`src/rtl/apple_iie_video_shifter.sv`:
```
// apple_iie_video_shifter: serializes RAM/char-ROM bytes into the 14M pixel stream; SHIFTER_DHIRES_EN adds double hi-res.
module apple_iie_video_shifter #(
  parameter int LORES_ROT_H0 = 2
) (
  input  logic       clk_14M,
  input  logic       rst,
  input  logic       ldps_n,
  input  logic       vid7m,
  input  logic       h0,
  input  logic       segb,
  input  logic       gr,
  input  logic       hires,
  input  logic       eighty_vid_n,
  input  logic       vid7,
  input  logic       blank,
  input  logic [7:0] main_data,
  input  logic [7:0] aux_data,
  output logic       vid_out
);
`ifdef SHIFTER_DHIRES_EN
  typedef enum logic [2:0] {TEXT40, TEXT80, LORES, HIRES, DHIRES} mode_t;
`else
  typedef enum logic [1:0] {TEXT40, TEXT80, LORES, HIRES} mode_t;
`endif
  mode_t mode, mode_in, mode_n;
  logic [13:0] sr, sr_n;
  logic [3:0] nib, nib_n, nib_sel;
  logic [7:0] nib_dbl;
  logic load, wide, dly, dly_n, pipe, pix_n;
  logic unused_aux7;
  assign unused_aux7 = aux_data[7];
  always_comb begin
    load = !ldps_n;
    mode_in = gr ? (hires ? HIRES : LORES) : (eighty_vid_n ? TEXT40 : TEXT80);
`ifdef SHIFTER_DHIRES_EN
    mode_in = (gr && hires && !eighty_vid_n) ? DHIRES : mode_in;
`endif
    mode_n = load ? mode_in : mode;
    wide = mode_n == TEXT80;
`ifdef SHIFTER_DHIRES_EN
    wide = wide || mode_n == DHIRES;
`endif
    nib_sel = segb ? main_data[7:4] : main_data[3:0];
    // rotate right via a doubled nibble so column parity keeps the colour phase
    nib_dbl = {nib_sel, nib_sel} >> (h0 ? LORES_ROT_H0 % 4 : 0);
    nib_n = load ? nib_dbl[3:0] : {nib[0], nib[3:1]};
    sr_n = load ? (wide ? {main_data[6:0], aux_data[6:0]} : {7'd0, main_data[6:0]})
         : (wide || vid7m) ? sr >> 1 : sr;
    pix_n = (mode_n == LORES) ? nib_n[0] : sr_n[0];
    dly_n = load ? (mode_in == HIRES && vid7) : dly;
  end
  always_ff @(posedge clk_14M) begin
    if (rst) begin
      mode <= TEXT40;
      sr <= '0;
      nib <= '0;
      dly <= 1'b0;
      pipe <= 1'b0;
      vid_out <= 1'b0;
    end else begin
      mode <= mode_n;
      sr <= sr_n;
      nib <= nib_n;
      dly <= dly_n;
      pipe <= pix_n;
      vid_out <= !blank && (dly_n ? pipe : pix_n);
    end
  end
endmodule

```
`config.mk`:
```
export PLATFORM = sky130hd
export DESIGN_NAME = apple_iie_video_shifter
export DESIGN_NICKNAME = d
export VERILOG_FILES = /design/src/rtl/apple_iie_video_shifter.sv
export SDC_FILE = /design/constraint.sdc
export NUM_CORES = 1
export LEC_CHECK = 0
export BUFFER_PORTS_ARGS = -buffer_cell sky130_fd_sc_hd__buf_2
export CAP_MARGIN = 15
export CORE_MARGIN = 1
export CORE_UTILIZATION = 47
export DETAILED_ROUTE_END_ITERATION = 7
export PLACE_DENSITY = 0.74
export SYNTH_ARGS = -nofsm -noshare
export SYNTH_HDL_FRONTEND = slang
export SYNTH_SLANG_ARGS = --single-unit
```
`constraint.sdc`:
```
create_clock -name clk_14M -period 1.65 [get_ports clk_14M]
set_clock_uncertainty 0.1 [all_clocks]
set_input_delay 0.0825 -clock clk_14M [delete_from_list [all_inputs] [get_ports clk_14M]]
set_output_delay 0.0825 -clock clk_14M [all_outputs]
set_load 0.02 [all_outputs]
```
==> key figures <==
Hold path
  – Hold_sp: gr
  – WHS Endpoint: mode[1]
  – Worst Hold Class: input port to register
  – Hold Crit Depth: 3

Synthesis
  – Ys flop type: dfxtp_1
  – Async set-reset flop share out of synthesis: 0%
  – Gate Count Post-Synth: 119
  – Synth Area in Compound Gates: 17.07%
  – Synth top area share: 38.29%
  – Synthesized-area fraction occupied by xor and xnor cells: 0%
  – Yosys warnings: 0
  – Syn nets: 146
  – Synthesized area per cell: 10.10 µm²
  – #FFs+latches synth: 23
  – Sequential area share after synthesis: 38.29%
  – Largest family of logic cells by synthesized area: multiplexers
  – Mux contribution to synthesized area: 25.18%
  – Synth Area in Simple Gates: 16.02%
  – Cell variety after synth: 34
  – Area contributors post-synth: dfxtp_1 (38%), mux2i_1 (8.3%), mux4_1 (6.6%)
  – EDFF count, synth: 0
  – Synth area leader: dfxtp_1
  – Post-synthesis instance area: 0.001202 mm²
  – Post-Synth Adder-Cell Area: 0%

Die
  – Initial Utilization: 51.86%
  – Row count: 17
  – Die H: 52.58 µm
  – Num ports: 28
  – Core area: 0.002318 mm²
  – Die W: 52.58 µm
  – Die area: 0.002765 mm²

Placed design
  – Placer Congestion: 0.7247
  – Pre-CTS WS: 53.08 ps
  – Number of port buffers: 26
  – HPWL after DPL: 1795 µm

Drt
  – Routed vias/inst: 5.676
  – Routed wire per std cell: 14.07 µm
  – DRC errors left: 0
  – Initial DRT Pass Iterations: 4
  – Drt initial violations: 16
  – Antenna Violating Nets Remaining: 0
  – Via Count: 1033
  – Routed WL: 2560 µm

Clocking
  – CTS Buf Count: 3
  – Postcts setup bufs: 0
  – # clock sinks: 23
  – Max Root-Sink Buffers: 2
  – CTS tree: yes
  – Clock Latency Late Sink: 300 ps
  – Clk Tree Root Cell: clkbuf_4
  – Clock transition at path regs: 130 ps
  – # H-tree levels: 1

STA
  – Slew HR: 69.32%
  – Final setup fails: 0
  – Final hold violation count: 0
  – Max Clk Rate: 635.8 MHz
  – Final setup TNS: 0 ps
  – Fin worst setup slack: 77.11 ps
  – Worst hold slack: 22.29 ps
  – Slew @ Worst Pin: 458.7 ps
  – Final Slew Violations: 0
  – Final critical-path share of the clock period: 95.33%
  – Min Clock Period, post-route: 1573 ps

Pwr
  – Leakage: 0.6271 nW
  – Reg power frac: 55.5%
  – Worst VDD drop: 0.5529 mV
  – Pwr Density: 732.9 mW/mm²
  – Sw Share: 26.87%
  – Logic gate share of total power: 20.7%
  – Psw: 0.2912 mW
  – Int Pwr: 0.7927 mW
  – Share of power burned in the clock network: 23.8%
  – Total power: 1.084 mW

Worst setup path
  – Critical Path Max Stage Delay: 360 ps
  – Crit start category: register
  – FF-to-FF Start: mode[0]
  – Reg2reg end: vid_out
  – Setup CP Type: register to register
  – Worst EP arrival: 1690 ps
  – Cells along the critical path: nor2b_2 > o311ai_0 > nand2_1 > a2111oi_4
  – Worst setup EP type: register
  – Worst path required time: 1770 ps
  – CP max-delay cell: o311ai_0
  – CP max FO: 4
  – Flop-to-flop setup slack: 80 ps
  – Worst r2r path cells: 4

Final layout
  – Reg area: 460.4 µm²
  – Synthesis-to-finish area growth: 23.00%
  – Layout Nets: 182
  – Layout cells sized above 1: 28.57%
  – Fill cells: 197
  – # diodes: 0
  – Multi-input logic area: 708.2 µm²

GRT
  – Largest net degree at the start of global routing: 25
  – Gr ovfl total: 0
  – Initial antenna violation count: 0
  – First-pass GRT wire length: 4367 µm
  – Met1 GRT Util: 27.45%
  – GR Util met2: 37.34%
  – Global-route met3 utilization: 3.768%
  – Number of global-route vias before repair: 997
  – GRT Max-Usage Layer: met2
  – Total track usage: 21.96%

Outcome
  – Status: finished, final reports clean

Flow run
  – Max-Cap Viols: 0
[through the flow]
stage | instance area (µm²) | utilization (%) | std cells
floorplan | 1202 | - | 119
global placement | 1364 | 58.82 | 170
detailed placement | 1364 | 58.82 | 170
CTS | 1471 | 63.46 | 182
global route | 1479 | 63.79 | 182
finish | 1479 | 63.79 | 182
[critical path: cells and delay by family (launching register included)]
kind	cells	cell delay [ps]
AO/OA/AOI/OAI	2	670
AND/OR/NAND/NOR	2	360
flip-flops	1	350
[state kept, by name (all words and copies together) (netlist names)]
name and cells:
vid_out 1, mode 2, dly 1, pipe 1, nib 4, sr 14
[final cells by class]
| class | instances | area share, % |
|---|---|---|
| clock inverters | 1 | 0.3384 |
| clock buffers | 3 | 1.523 |
| well taps | 28 | 2.369 |
| multi-input cells | 87 | 47.88 |
| inverters | 2 | 0.5076 |
| flip-flops and latches | 23 | 31.13 |
| repair buffers | 38 | 16.24 |
[cell usage in the layout, fill, tap and decap left out, types with 2 or more instances in the layout]
master / n
nor2_1: 21
buf_4: 4
inv_1: 2
a22oi_1: 6
clkbuf_4: 3
dlygate4sd3_1: 8
mux2_2: 3
mux2i_1: 10
a21oi_1: 4
buf_2: 26
mux4_1: 3
nand2_1: 3
a211oi_1: 9
dfxtp_1: 23
nor2b_1: 3
mux2_1: 6
[power by group through the flow]
stage	Sequential, mW	Clock (mW)	Combinational (mW)
final	0.602	0.258	0.224
after global routing	0.605	0.293	0.248
after CTS	0.602	0.269	0.221
after detailed placement	0.614	0	0.205
after global placement	0.613	0	0.201
after floorplan	0.612	0	0.133
[what timing repair did]
action,4_1_cts,5_1_grt
gates resized for setup,0,2
hold buffers,8,0
endpoints found under the hold margin,8,0
endpoints found under the setup margin,0,10
[kinds of logic (layout without fill, tap and decap cells)]
| group | count (synthesis) | in the layout |
|---|---|---|
| flip-flops | 23 | 23 |
| AO/OA/AOI/OAI | 26 | 26 |
| AND/OR/NAND/NOR | 38 | 38 |
| buffers and inverters | 9 | 44 |
| multiplexers | 23 | 23 |
[worst max-delay path by stage]
| stage | from | end | slack, ps | cells past startpoint |
|---|---|---|---|---|
| 2_1_floorplan | mode[0] | sr[11] | 130 | 6 |
| 3_3_place_gp | mode[0] | sr[10] | 100 | 5 |
| 3_5_place_dp | mode[0] | sr[9] | 50 | 5 |
| 4_1_cts | mode[0] | sr[9] | 30 | 5 |
| 5_1_grt | mode[0] | vid_out | -60 | 4 |
| 6_report | mode[0] | vid_out | 80 | 4 |
[synth_stat cells (2+ instances only)]
cell and count:
clkbuf_1 2, nor2_1 21, buf_2 3, inv_1 2
mux2_2 3, a22oi_1 6, nor2b_1 4, dfxtp_1 23
mux4_1 3, a211oi_1 9, nand2_1 3, mux2i_1 10
mux2_1 6, a21oi_1 4
[layer usage]
metal  wire (µm)  part of all wire [%]
met2        1260                    49
met4          14                  0.55
met5           0                     0
met1        1176                    46
met3         109                   4.3
Note: power is estimated with default switching activity, not from simulation.
